File: config.mk
export PLATFORM = sky130hd
export DESIGN_NAME = awg_fifo_writer
export DESIGN_NICKNAME = d
export VERILOG_FILES = /design/src/rtl/awg_fifo_pkg.sv /design/src/rtl/awg_lane_packer.sv /design/src/rtl/awg_fifo_writer.sv
export SDC_FILE = /design/constraint.sdc
export NUM_CORES = 1
export LEC_CHECK = 0
export CORE_MARGIN = 2
export CORE_UTILIZATION = 32
export CTS_BUF_LIST = sky130_fd_sc_hd__clkbuf_4 sky130_fd_sc_hd__clkbuf_8
export DETAILED_ROUTE_END_ITERATION = 10
export PLACE_DENSITY = 0.56
export SLEW_MARGIN = 0
export SYNTH_ARGS = -nofsm -noshare
export SYNTH_HDL_FRONTEND = slang
export SYNTH_SLANG_ARGS = --single-unit
export TNS_END_PERCENT = 20
File: constraint.sdc
create_clock -name wr_clk -period 3.5 [get_ports wr_clk]
set_input_delay 0.875 -clock wr_clk [delete_from_list [all_inputs] [get_ports wr_clk]]
set_output_delay 0.875 -clock wr_clk [all_outputs]
set_load 0.01 [all_outputs]
File: src/rtl/awg_fifo_pkg.sv
// Shared types for the AWG FIFO write-side front end.
// Holds the frame FSM encoding and the lane-index sizing helper.
package awg_fifo_pkg;

  typedef enum logic [1:0] {
    IDLE      = 2'd0,
    FILL      = 2'd1,
    LAST_WAIT = 2'd2
  } wr_state_t;

  // Keep at least one bit so a two-lane packer still has a real counter.
  function automatic int lane_idx_wide(input int pack);
    return (pack > 2) ? $clog2(pack) : 1;
  endfunction

  localparam int LANE_IDX_WIDE = lane_idx_wide(4);

endpackage

File: src/rtl/awg_lane_packer.sv
// Packs narrow samples into a FIFO-width word, lane 0 first.
// Raises a completion strobe when the top lane fills or the frame ends.
module awg_lane_packer
  import awg_fifo_pkg::*;
#(
  parameter int P_SAMPLE_WIDE = 8,
  parameter int P_PACK        = 4
) (
  input  logic                              wr_clk,
  input  logic                              rst,
  input  logic                              take,
  input  logic [P_SAMPLE_WIDE-1:0]          data,
  input  logic                              last,
  output logic                              done,
  output logic [P_SAMPLE_WIDE*P_PACK-1:0]   word
);

  localparam int LW = lane_idx_wide(P_PACK);

  logic [LW-1:0]                     lane;
  logic [P_SAMPLE_WIDE*P_PACK-1:0]   acc;

  // The accumulator is cleared on every completion, so lanes above the
  // current one are always zero and a short final word comes out padded.
  always_comb begin
    word = acc;
    for (int i = 0; i < P_PACK; i++) begin
      if (lane == LW'(i)) begin
        word[i*P_SAMPLE_WIDE +: P_SAMPLE_WIDE] = data;
      end
    end
    done = take && (last || (lane == LW'(P_PACK-1)));
  end

  always_ff @(posedge wr_clk) begin
    if (rst) begin
      lane <= '0;
      acc  <= '0;
    end else if (done) begin
      lane <= '0;
      acc  <= '0;
    end else if (take) begin
      lane <= lane + LW'(1);
      acc  <= word;
    end
  end

endmodule

File: src/rtl/awg_fifo_writer.sv
// Write-side front end of the AWG output FIFO: sample packing, one-entry
// hold register, flag-driven backpressure, frame tracking and counters.
module awg_fifo_writer
  import awg_fifo_pkg::*;
#(
  parameter int P_SAMPLE_WIDE = 8,
  parameter int P_PACK        = 4,
  parameter int P_DATA_WIDE   = 32,
  parameter int P_CNT_WIDE    = 16
) (
  input  logic                     wr_clk,
  input  logic                     rst,
  input  logic                     s_valid,
  output logic                     s_ready,
  input  logic [P_SAMPLE_WIDE-1:0] s_data,
  input  logic                     s_last,
  input  logic                     fifo_almost_full,
  input  logic                     fifo_full,
  output logic                     fifo_wr_en,
  output logic [P_DATA_WIDE-1:0]   fifo_wr_din,
  output logic [P_CNT_WIDE-1:0]    word_cnt,
  output logic [P_CNT_WIDE-1:0]    stall_cnt,
  output logic                     frame_done
);

  wr_state_t              state, state_next;
  logic                   xfer, complete, issue;
  logic                   hold_valid;
  logic [P_DATA_WIDE-1:0] hold_data, packed_word;

  // Gating with rst keeps the stale pre-reset hold word off the FIFO port.
  assign issue       = hold_valid && !fifo_almost_full && !fifo_full && !rst;
  assign xfer        = s_valid && s_ready;
  assign fifo_wr_en  = issue;
  assign fifo_wr_din = rst ? '0 : hold_data;

  awg_lane_packer #(
    .P_SAMPLE_WIDE (P_SAMPLE_WIDE),
    .P_PACK        (P_PACK)
  ) u_packer (
    .wr_clk (wr_clk),
    .rst    (rst),
    .take   (xfer),
    .data   (s_data),
    .last   (s_last),
    .done   (complete),
    .word   (packed_word)
  );

  always_comb begin
    s_ready = 1'b0;
    if (!rst && (state != LAST_WAIT)) begin
      s_ready = !hold_valid || issue;
    end
  end

  always_comb begin
    state_next = state;
    case (state)
      IDLE:      if (xfer) state_next = s_last ? LAST_WAIT : FILL;
      FILL:      if (xfer && s_last) state_next = LAST_WAIT;
      LAST_WAIT: if (issue) state_next = IDLE;
      default:   state_next = IDLE;
    endcase
  end

  // Hold data is zeroed when it drains so the write port reads zero while idle.
  always_ff @(posedge wr_clk) begin
    if (rst) begin
      state      <= IDLE;
      hold_valid <= 1'b0;
      hold_data  <= '0;
      word_cnt   <= '0;
      stall_cnt  <= '0;
      frame_done <= 1'b0;
    end else begin
      state      <= state_next;
      frame_done <= issue && (state == LAST_WAIT);
      if (complete) begin
        hold_valid <= 1'b1;
        hold_data  <= packed_word;
      end else if (issue) begin
        hold_valid <= 1'b0;
        hold_data  <= '0;
      end
      if (issue) begin
        word_cnt <= word_cnt + P_CNT_WIDE'(1);
      end
      if (hold_valid && !issue && (stall_cnt != '1)) begin
        stall_cnt <= stall_cnt + P_CNT_WIDE'(1);
      end
    end
  end

endmodule
# Yosys cells after proc, flatten, opt, wreduce, memory -nomap -nowiden
# Cells that the tools add are included.
# word_totals
regBits	102
input_bits	14
elab_cells	58
# classes
n_addsub	3
eq_ne	10
mux	15
reduce_logical	22
# op_table
op	n
32-bit two-way mux	3
16-bit by 1-bit adder with 16-bit output, second input constant	2
8-bit two-way mux	4
16-bit inequality test, second input constant	1
1-bit logical AND	10
2-bit two-way mux	4
2-bit equality test, second input constant	3
2-bit inequality test, second input constant	3
2-bit one-hot mux with 3 select lines	1
1-bit zero test	5
2-bit by 1-bit equality test with 1-bit output, second input constant	2
2-bit zero test	2
1-bit two-way mux	3
3-bit AND reduction	1
2-bit by 1-bit adder with 2-bit output, second input constant	1
1-bit logical OR	2
2-bit by 1-bit inequality test with 1-bit output, second input constant	1
2-bit nonzero test	1
2-bit OR reduction	1

# Logic depth before layout (Yosys ltp)
# depth
depth_word	10
depth_mapped	6

# Modules after synthesis
# From an unflattened synthesis, not the netlist that was laid out.
# hier_totals
cells_unflattened	549
area_unflattened_um2	5104.9
# by_module_without_submodules
mod	n_inst	cells_per_inst	area_per_inst_um2	seq_area_each_um2
awg_fifo_writer	1	371	3091.7	1361.3
awg_lane_packer	1	178	2013.2	680.7

# Least setup slack after synthesis
# No wires, ideal clock.
# synth_timing
path_type	input -> output
start	input port rst
end	output port fifo_wr_din[21]
t_arrival_ps	1812
t_required_ps	2625
path_slack_ps	813
stages	4
n_path_buf	3
path_cell_list	clkbuf_1 -> clkbuf_1 -> buf_1 -> nor2_1
# synth_between
elab_chain_len	1
# synth_rtl
element	line	text
start, declared	awg_fifo_writer.sv:12	input logic rst,
32-bit two-way mux	awg_fifo_writer.sv:35	assign fifo_wr_din = rst ? '0 : hold_data;
end, declared	awg_fifo_writer.sv:20	output logic [P_DATA_WIDE-1:0] fifo_wr_din,
# No other way between the ends.

# Worst setup path in the final report
# layout_timing
start	input port fifo_almost_full
end	output port fifo_wr_en
# layout_between
elab_chain_len	4
# layout_rtl
element	line	text
start, declared	awg_fifo_writer.sv:17	input logic fifo_almost_full,
1-bit zero test	awg_fifo_writer.sv:32	assign issue = hold_valid && !fifo_almost_full && !fifo_full && !rst;
1-bit logical AND (3 in series)	awg_fifo_writer.sv:32	
end, declared	awg_fifo_writer.sv:19	output logic fifo_wr_en,
# No other way between the ends.

==> metrics.md <==
| Metric | Value |
|---|---|
| Main flop type after synthesis | dfxtp_1 |
| RR Startpoint | hold_valid |
| R2R Setup Slk | 1.28 ns |
| Antenna fix cells | 0 |
| Critical path's top delay family | buffers and inverters |
| Clk_skew | 0.00906 ns |
| Routed WL | 11200 um |
| Top-count cell post-synth | dfxtp_1 |
| Hold_buf cts | 0 |
| Routed len/inst | 15.0 um |
| Via count | a little under 4k |
| Ranking of synthesized cells by area | dfxtp_1, mux2i_1, nor2_1, o32ai_1, a211oi_1 |
| Initial antenna violation count | 0 |
| Cell Area, Synth | 4410 um^2 |
| Max Cap Violations | 0 |
| DRC violations left | 0 |
| R2R cell count | 5 |
| Post-cts gate resize count | 0 |
| Clk sink count | 102 |
| Post-synth cell types | 41 |
| First-pass GRT wire length | 17900 um |
| Rows | 42 |
| Area share of the largest cell type after synthesis | 46.3% |
| Final cell area excluding filler cells | 5610 um^2 |
| Hpwl dp | 7490 um |
| Setup CP Type | in2out |
| Layout area overhead | 27.1% |
| Reg-to-Reg End | word_cnt[15] |
| Sequential cell area fraction in the yosys report | 46.3% |
| Worst path max stage delay | 0.61 ns |
| Synth Instances | 498 |
| Cell Count, Final, Fillers Out | 745 |
| Vias per inst | 5.19 |
| Chip height | 121 um |
| RSZ-0062 raised after global routing | no |
| Worst-path cell chain | clkdlybuf4s50_1, or4b_1, inv_2, clkdlybuf4s50_1 |
| Dpl cells | 729 |
| Fill cells | 1352 |
| Root Buffer Master | clkbuf_8 |
| Crit. End Element | output pin |
| Slew HR | 44.2% |
| CTS Buffer Depth | 2 |
| Leakage | ~1.8 nW |
| Starting DRT DRC Count | 311 |
| CP max FO | 3 |
| Post-synth top area cell | dfxtp_1 |
| Layout cell share with drive strength beyond 1 | 6.68% |
| H-tree levels | 3 |
| Die footprint | 14700 um^2 |
| WP data arrival | around 2.6 ns |
| Worst Hold Depth | 2 |
| Mapped Avg Cell Area | between 8 and 9 um^2 |
| Post-synth EDFFs | 0 |
| Clk pin slew, worst setup/hold paths | 0.08 ns |
| Antenna-violating nets left | 0 |
| Global route overflow | 0 |
| Worst path required time | 2.62 ns |
| I/O pins | 81 |
| Slew @ Worst Pin | 0.831 ns |
| Top achievable clock speed | between 0.2 and 0.3 GHz |
| WHS | 0.493 ns |
| Slowest cell on crit path | or4b_1 |
| List of most frequent post-synthesis cells | dfxtp_1, nor2_1, inv_1 |
| Final setup fails | 0 |
| CTS tree | yes |
| Hold path endpoint | hold_data[29] |
| Post-layout util | 42.0% |
| Hold_sp | hold_data[29] |
| Status | finished, final reports clean |
| PortBufs | 80 |
| Most used cell, CP | clkdlybuf4s50_1 |
| Nets@finish | 584 |
| Total GRT Usage | 15.4% |
| Setup TNS Final | 0 ns |
| Clk_lat worst skew | roughly 0.37 ns |
| Post CTS Setup Buffer Count | 0 |
| Syn_nets | 518 |
| Tcrit/Tclk final | 98.5% |
| Vias in the first global route | 3560 |
| Yosys reg bits | 102 |
| Final Slew Violations | 0 |
| Maximum vdd drop | 0.000298 V |
| Largest net degree at the start of global routing | 68 |
| CP bufs+invs | 3 |
| TritonRoute pass-1 iters | 4 |
| Ys Warns | 0 |
| Die width | 121 um |
| Dpl cell area | 5420 um^2 |
| Starting Density | about a third |
| Core box area | ~13000 um^2 |
| Final hold violation count | 0 |
| Async SR Flop Fraction | 0% |
| Type of the worst min-delay path | reg2reg |
| Critical Path Source Type | input port |
| Num CTS Buffers | 9 |
| Fin crit period | 3.45 ns |
| Pwr dens | 386 nW/um^2 |
| Routability Congestion | 0.800 |
-- how the worst max path moves through the flow --
stage / end / slack (ns) / cells after the start / from
6_report: fifo_wr_en / 0.05 / 4 / fifo_almost_full
5_1_grt: fifo_wr_en / 0.0001 / 4 / fifo_almost_full
4_1_cts: fifo_wr_en / 0.03 / 4 / fifo_almost_full
3_5_place_dp: fifo_wr_en / 0.05 / 4 / fifo_almost_full
3_3_place_gp: fifo_wr_en / 0.05 / 4 / fifo_almost_full
2_1_floorplan: fifo_wr_din[21] / 0.81 / 4 / rst
-- area by class of cell --
class	instances	area [um^2]	share of cell area, %
Timing Repair Buffer	92	901	16.1
Multi-Input combinational cell	317	2090	37.4
Clock inverter	3	17.5	0.312
Inverter	42	158	2.81
Tap cell	176	220	3.93
Clock buffer	13	173	3.08
Sequential cell	102	2040	36.4
-- layer usage --
metal | share of wire (%) | track usage, % | vias to the layer above
met5 | 0 | 0 | -
met2 | 47 | 24.0 | 98
met3 | 5.2 | 4.09 | 4
li1 | - | - | 1932
met4 | 0.43 | 5.32 | 0
met1 | 48 | 20.5 | 1829
-- worst reg2reg max path, stage by stage (launching register included) --
cell and delay (ns):
dfxtp_1 0.38, or4b_1 0.54, buf_4 0.22, or3_4 0.40, or4_1 0.47, a21oi_1 0.15
-- power breakdown --
| part | switching [W] | total, W | internal [W] |
|---|---|---|---|
| Sequential | 0.0000185 | 0.00122 | 0.00120 |
| Combinational | 0.000139 | 0.000233 | 0.0000940 |
| Clock | 0.000391 | 0.000714 | 0.000323 |
-- per-stage QoR --
stage / power (W) / worst slack, ns
floorplan: 0.00139 / 0.813
global placement: 0.00147 / 0.0453
detailed placement: 0.00148 / 0.0505
CTS: 0.00220 / 0.0329
global route: 0.00227 / 0.000133
finish: 0.00216 / 0.0534
-- cell families (layout without fill, tap and decap cells) --
logic type	after synthesis	count (layout)	share of synthesized area, %
xor gates and xnor gates	9	9	1.79
muxes	34	34	7.74
AOI/OAI and AO/OA	115	115	19.0
and+or+nand+nor	153	153	16.7
adders and majority gates	6	6	1.70
buffers and inverters	79	150	6.78
DFF	102	102	46.3
-- registers in the layout, indices dropped and copies added (netlist names) --
name,flops
u_packer.acc,32
u_packer.lane,2
word_cnt,16
hold_valid,1
stall_cnt,16
hold_data,32
frame_done,1
state,2
-- placed cells by master, fill, tap and decap left out, types with 10 or more instances in the layout --
cell type / count
nand4_1: 10
a21oi_1: 21
a211oi_1: 31
clkbuf_8: 12
buf_4: 12
clkdlybuf4s50_1: 79
inv_1: 41
o32ai_1: 32
mux2i_1: 33
o31ai_1: 13
dfxtp_1: 102
or4_1: 13
nand2_1: 14
nor2_1: 82
Note: power is estimated with default switching activity, not from simulation.
